===== src/rtl/msm_window_slicer_pkg.sv =====
// Shared MSM types: curve point, scalar width, default window width and the
// slice record handed to the bucket stages.
package elliptic_curve_structs;

    localparam int unsigned P_WIDTH      = 256;
    localparam int unsigned SCALAR_WIDTH = 256;

    typedef struct packed {
        logic [P_WIDTH-1:0] x;
        logic [P_WIDTH-1:0] y;
    } curve_point_t;

    localparam int unsigned MSM_WINDOW_BITS = 4;
    localparam int unsigned MSM_NUM_WINDOWS =
        (SCALAR_WIDTH + MSM_WINDOW_BITS - 1) / MSM_WINDOW_BITS;
    localparam int unsigned MSM_WIN_IDX_W =
        (MSM_NUM_WINDOWS > 1) ? $clog2(MSM_NUM_WINDOWS) : 1;

    typedef struct packed {
        logic [MSM_WIN_IDX_W-1:0]   window;
        logic [MSM_WINDOW_BITS-1:0] bucket;
        curve_point_t               point;
    } msm_slice_t;

endpackage


===== src/rtl/msm_window_slicer.sv =====
// Splits each scalar into WINDOW_BITS digits (LSB first) and emits one slice per window.
// Optional MSM_SKIP_ZERO_DIGIT_EN: zero digits advance silently without a handshake.
module msm_window_slicer
    import elliptic_curve_structs::*;
#(
    parameter int unsigned SCALAR_WIDTH = elliptic_curve_structs::SCALAR_WIDTH,
    parameter int unsigned WINDOW_BITS  = MSM_WINDOW_BITS,
    localparam int unsigned NUM_WINDOWS = (SCALAR_WIDTH + WINDOW_BITS - 1) / WINDOW_BITS,
    localparam int unsigned WIN_IDX_W   = (NUM_WINDOWS > 1) ? $clog2(NUM_WINDOWS) : 1
) (
    input  logic                    clk,
    input  logic                    reset,
    input  logic                    in_valid,
    output logic                    in_ready,
    input  logic [SCALAR_WIDTH-1:0] in_scalar,
    input  curve_point_t            in_point,
    output logic                    out_valid,
    input  logic                    out_ready,
    output curve_point_t            out_point,
    output logic [WIN_IDX_W-1:0]    out_window,
    output logic [WINDOW_BITS-1:0]  out_bucket,
    output logic                    pair_done,
    output logic                    busy
);

    // Padded to whole windows so the top window reads zero-filled upper bits.
    localparam int unsigned PAD_W = NUM_WINDOWS * WINDOW_BITS;

    typedef enum logic [0:0] {
        IDLE  = 1'b0,
        SLICE = 1'b1
    } state_t;

    state_t               state_q, state_d;
    logic [PAD_W-1:0]     scalar_q, scalar_d;
    curve_point_t         point_q, point_d;
    logic [WIN_IDX_W-1:0] win_q, win_d;
    logic                 out_valid_q, out_valid_d;
    logic                 pair_done_q, pair_done_d;
    logic                 advance;
    logic                 last_win;

    always_comb begin
        state_d     = state_q;
        scalar_d    = scalar_q;
        point_d     = point_q;
        win_d       = win_q;
        pair_done_d = 1'b0;
        // A silent (zero-digit) window has out_valid low and advances unconditionally.
        advance     = (state_q == SLICE) && (!out_valid_q || out_ready);
        last_win    = (win_q == WIN_IDX_W'(NUM_WINDOWS - 1));

        case (state_q)
            IDLE: begin
                if (in_valid) begin
                    scalar_d = PAD_W'(in_scalar);
                    point_d  = in_point;
                    win_d    = '0;
                    state_d  = SLICE;
                end
            end
            SLICE: begin
                if (advance) begin
                    scalar_d = scalar_q >> WINDOW_BITS;
                    if (last_win) begin
                        state_d     = IDLE;
                        pair_done_d = 1'b1;
                    end else begin
                        win_d = win_q + 1'b1;
                    end
                end
            end
            default: state_d = IDLE;
        endcase

`ifdef MSM_SKIP_ZERO_DIGIT_EN
        out_valid_d = (state_d == SLICE) && (scalar_d[WINDOW_BITS-1:0] != '0);
`else
        out_valid_d = (state_d == SLICE);
`endif
    end

    always_ff @(posedge clk or posedge reset) begin
        if (reset) begin
            state_q     <= IDLE;
            scalar_q    <= '0;
            point_q     <= '0;
            win_q       <= '0;
            out_valid_q <= 1'b0;
            pair_done_q <= 1'b0;
        end else begin
            state_q     <= state_d;
            scalar_q    <= scalar_d;
            point_q     <= point_d;
            win_q       <= win_d;
            out_valid_q <= out_valid_d;
            pair_done_q <= pair_done_d;
        end
    end

    assign in_ready   = (state_q == IDLE);
    assign busy       = (state_q == SLICE);
    assign out_valid  = out_valid_q;
    assign pair_done  = pair_done_q;
    assign out_point  = point_q;
    assign out_window = win_q;
    assign out_bucket = scalar_q[WINDOW_BITS-1:0];

endmodule


===== config.mk =====
export PLATFORM = sky130hd
export DESIGN_NAME = msm_window_slicer
export DESIGN_NICKNAME = d
export VERILOG_FILES = /design/src/rtl/msm_window_slicer_pkg.sv /design/src/rtl/msm_window_slicer.sv
export SDC_FILE = /design/constraint.sdc
export NUM_CORES = 2
export LEC_CHECK = 0
export BUFFER_PORTS_ARGS = -buffer_cell sky130_fd_sc_hd__buf_2
export CAP_MARGIN = 25
export CORE_AREA = 2 2 513 515
export DETAILED_ROUTE_END_ITERATION = 12
export DIE_AREA = 0 0 515 517
export GPL_TIMING_DRIVEN = 0
export MAX_ROUTING_LAYER = met4
export PLACE_DENSITY_LB_ADDON = 0.12
export SYNTH_ARGS = -nofsm -noshare
export SYNTH_HDL_FRONTEND = slang
export SYNTH_SLANG_ARGS = --single-unit

===== constraint.sdc =====
create_clock -name clk -period 28.7 [get_ports clk]
set_clock_uncertainty 0.15 [all_clocks]
set_input_delay 5.74 -clock clk [delete_from_list [all_inputs] [get_ports clk]]
set_output_delay 5.74 -clock clk [all_outputs]
set_load 0.02 [all_outputs]

==> qor.yml <==
status: "completed"
antenna_found_initial: 174
die_w_um: 515
critPathLaunch: "out_valid"
synthCells: 2228
hold_path.class: "register to register"
maxCapViolations: 0
async_reset_ff_share_pct: 100
p_sw_mw: 1.37
peakVddDrop_uv: 41.6
via_per_inst: 3.32
synth_area_per_cell_um2: 13.9
synth_compound_area_share_pct: 4.49
io_pins: 1298
path_delay_family: "buffers and inverters"
r2r_cells: 4
cts_resized: 0
final_layout_size_suffix_gt1_share_pct: 48.6
relSlewSlack_pct: 43.3
p_leak_nw: 23.9
final_max_slew_viol_count: 0
synth_top_family_by_area: "multiplexers"
synth_fa_ha_area_share_pct: 0.0403
start_util_pct: 11.9
critPathCapture: "in_ready"
place.gp.congestion: 0.802
cts_hold_buf: 0
hpwl_mm: 142
seq_power_share_pct: 39.0
numCtsBuffers: 108
globalRouteOverflowTotal: 0
r2r_end: "scalar_q[169]"
drc: 0
cts_tree: "done"
synth_edf_count: 0
worst-path-buf-inv: 5
yosysSeqAreaShare_pct: 62.5
startpoint_type: "register"
rsz0062_at_grt: "no"
required_ns: 22.81
crit_fanout: 10
synthMostInstantiatedCell: "dfrtp_1"
worstReg2RegStart: "out_valid"
dieHeight_um: 517
combPwrFrac_pct: 25.4
synthSimpleGateAreaFrac_pct: 3.27
root_buffer: "clkbuf_16"
synth_xor_area_share_pct: 0
dominantRegCellSynth: "dfrtp_1"
syn-num-nets: 3001
synth_mux_area_share_pct: 26.7
port_buffers: 1297
grt_pass1_vias: 24888
grt_usage_pct: 13.0
ant_nets: 0
worst_pin_slew_ns: 0.850
setup_tns_ns: 0
critical-path-max-stage-delay_ns: 0.52
clock.fmax_ghz: 0.118
power_density_nw_per_um2: 84.4
cts_setup_buffers: 0
grt_max_degree: 108
htree_levels: 3
ys_ff_latch: 776
die-area_um2: 266000
synth_area_um2: 31100
synth_top_area_share_pct: 62.5
finalHoldViolCount: 0
period_share_pct: 29.4
worst_path_max_delay_cell: "dfrtp_1"
r2r_slack_ns: 25.87
grt_pass1_wl_mm: 229
cp.arrival_ns: 2.55
yosys.area.top_type: "dfrtp_1"
coreArea_um2: 261000
synthTopCellsByCount: "dfrtp_1, mux2_1, mux2i_1, nand2_1, mux2_2"
endpoint_kind: "output pin"
cts_buffer_depth: 3
setup.worst_path.class: "register to output pin"
detail_route.first_pass.iterations: 4
ys_top_cells_by_area: "dfrtp_1, mux2_1, mux2i_1"
holdWs_ns: 0.326
row_count: 188
synth_warnings: 0
p_int_mw: 2.49
routedWlPerCell_um: 24.4
cp.depth: 5
drtIter0Drc: 994
power_frac_clock_pct: 35.6
routed-via-count: 23924
drt_wl_total_mm: 176
area_delta_synth_final_pct: 47.4
path_cells: "buf_4 > buf_4 > buf_2 > inv_1 > buf_2"
clkSinkCount: 776
setup_violations: 0
switching_share_pct: 35.5
ys_types: 31
insertion_delay_ns: 0.77
path_clk_slew_ns: 0.06
fin_nets: 4416
min_period_ns: 8.44
num-fill-cells: 29103
## sequential cells by signal (all words and copies together) (netlist names)
signal	cells
out_window	6
out_point	512
scalar_q	256
out_valid	1
pair_done	1
## power by group through the flow
stage                     clock network [mW]  logic [mW]  registers, mW
final                                   1.37       0.983           1.51
after global routing                    1.48        1.07           1.55
after CTS                               1.45        1.02           1.51
after detailed placement                   0        1.02           1.53
after global placement                     0        1.02           1.53
after floorplan                            0       0.307           1.71
## worst min-delay path: stages, from the launching register on
cell     delay, ns
dfrtp_1       0.34
nand2_1       0.04
o21ai_0       0.06
## stage by stage
step | total power, mW | instances | area (um2) | utilization [%] | setup WS, ns
6_report | 3.87 | 7215 | 45800 | 17.5 | 20.26
3_5_place_dp | 2.55 | 6953 | 42100 | 16.1 | 20.33
3_3_place_gp | 2.55 | 6945 | 41800 | 16.0 | -14.10
2_1_floorplan | 2.02 | 2228 | 31100 | - | 1.03
4_1_cts | 3.98 | 7146 | 45600 | 17.5 | 20.01
5_1_grt | 4.10 | 7204 | 45800 | 17.5 | 20.01
## layout by cell type (no fill, tap or decap), types with 2 or more instances in the layout
cell type / n
diode_2: 69
dfrtp_1: 776
nand2_1: 254
nor2_1: 2
clkinv_2: 18
o21ai_0: 168
clkinvlp_4: 9
bufinv_16: 2
clkbuf_1: 44
and3_1: 3
mux2_1: 302
a311oi_1: 2
buf_6: 3
mux2i_1: 254
buf_4: 74
a21oi_1: 3
a41oi_1: 2
clkinv_16: 5
clkbuf_8: 27
buf_16: 8
mux2_2: 210
clkinv_8: 2
nand3_1: 2
inv_1: 3
buf_2: 1342
a22o_1: 4
inv_6: 2
o21ai_1: 84
clkbuf_16: 108
## area by class of cell
| cell class | count | area, um2 | share of cell area [%] |
|---|---|---|---|
| flip-flops and latches | 776 | 19400 | 42.4 |
| plain buffers | 147 | 908 | 1.98 |
| multi-input cells | 1301 | 10700 | 23.4 |
| diodes | 69 | 173 | 0.377 |
| clock inverters | 38 | 418 | 0.912 |
| inverters | 4 | 22.5 | 0.0492 |
| clock buffers | 155 | 3150 | 6.87 |
| repair buffers | 1305 | 6710 | 14.6 |
| well taps | 3420 | 4280 | 9.34 |
## worst min-delay path by stage
stage | slack [ns] | cells past startpoint | to | start
after CTS | 0.33 | 2 | scalar_q[224] | scalar_q[224]
after global routing | 0.35 | 1 | out_point[160] | out_point[160]
after floorplan | 0.30 | 2 | scalar_q[100] | scalar_q[100]
after detailed placement | 0.32 | 2 | scalar_q[224] | scalar_q[224]
final | 0.33 | 2 | scalar_q[221] | scalar_q[221]
after global placement | 0.31 | 2 | scalar_q[249] | scalar_q[249]
## cells by family after synthesis
logic type                 after synthesis
muxes                                  766
AOI/OAI and AO/OA                      269
and+or+nand+nor                        265
adders and majority gates                1
DFF                                    776
buffers and inverters                  151
## layer usage
layer / routed length [um] / track usage (%) / vias to the layer above
li1: - / - / 10742
met2: 82700 / 20.9 / 1090
met3: 17900 / 5.71 / 304
met1: 70600 / 14.8 / 11788
met4: 4650 / 3.24 / 0
met5: 0 / - / -
No activity file was read; power rests on OpenSTA's default activity.
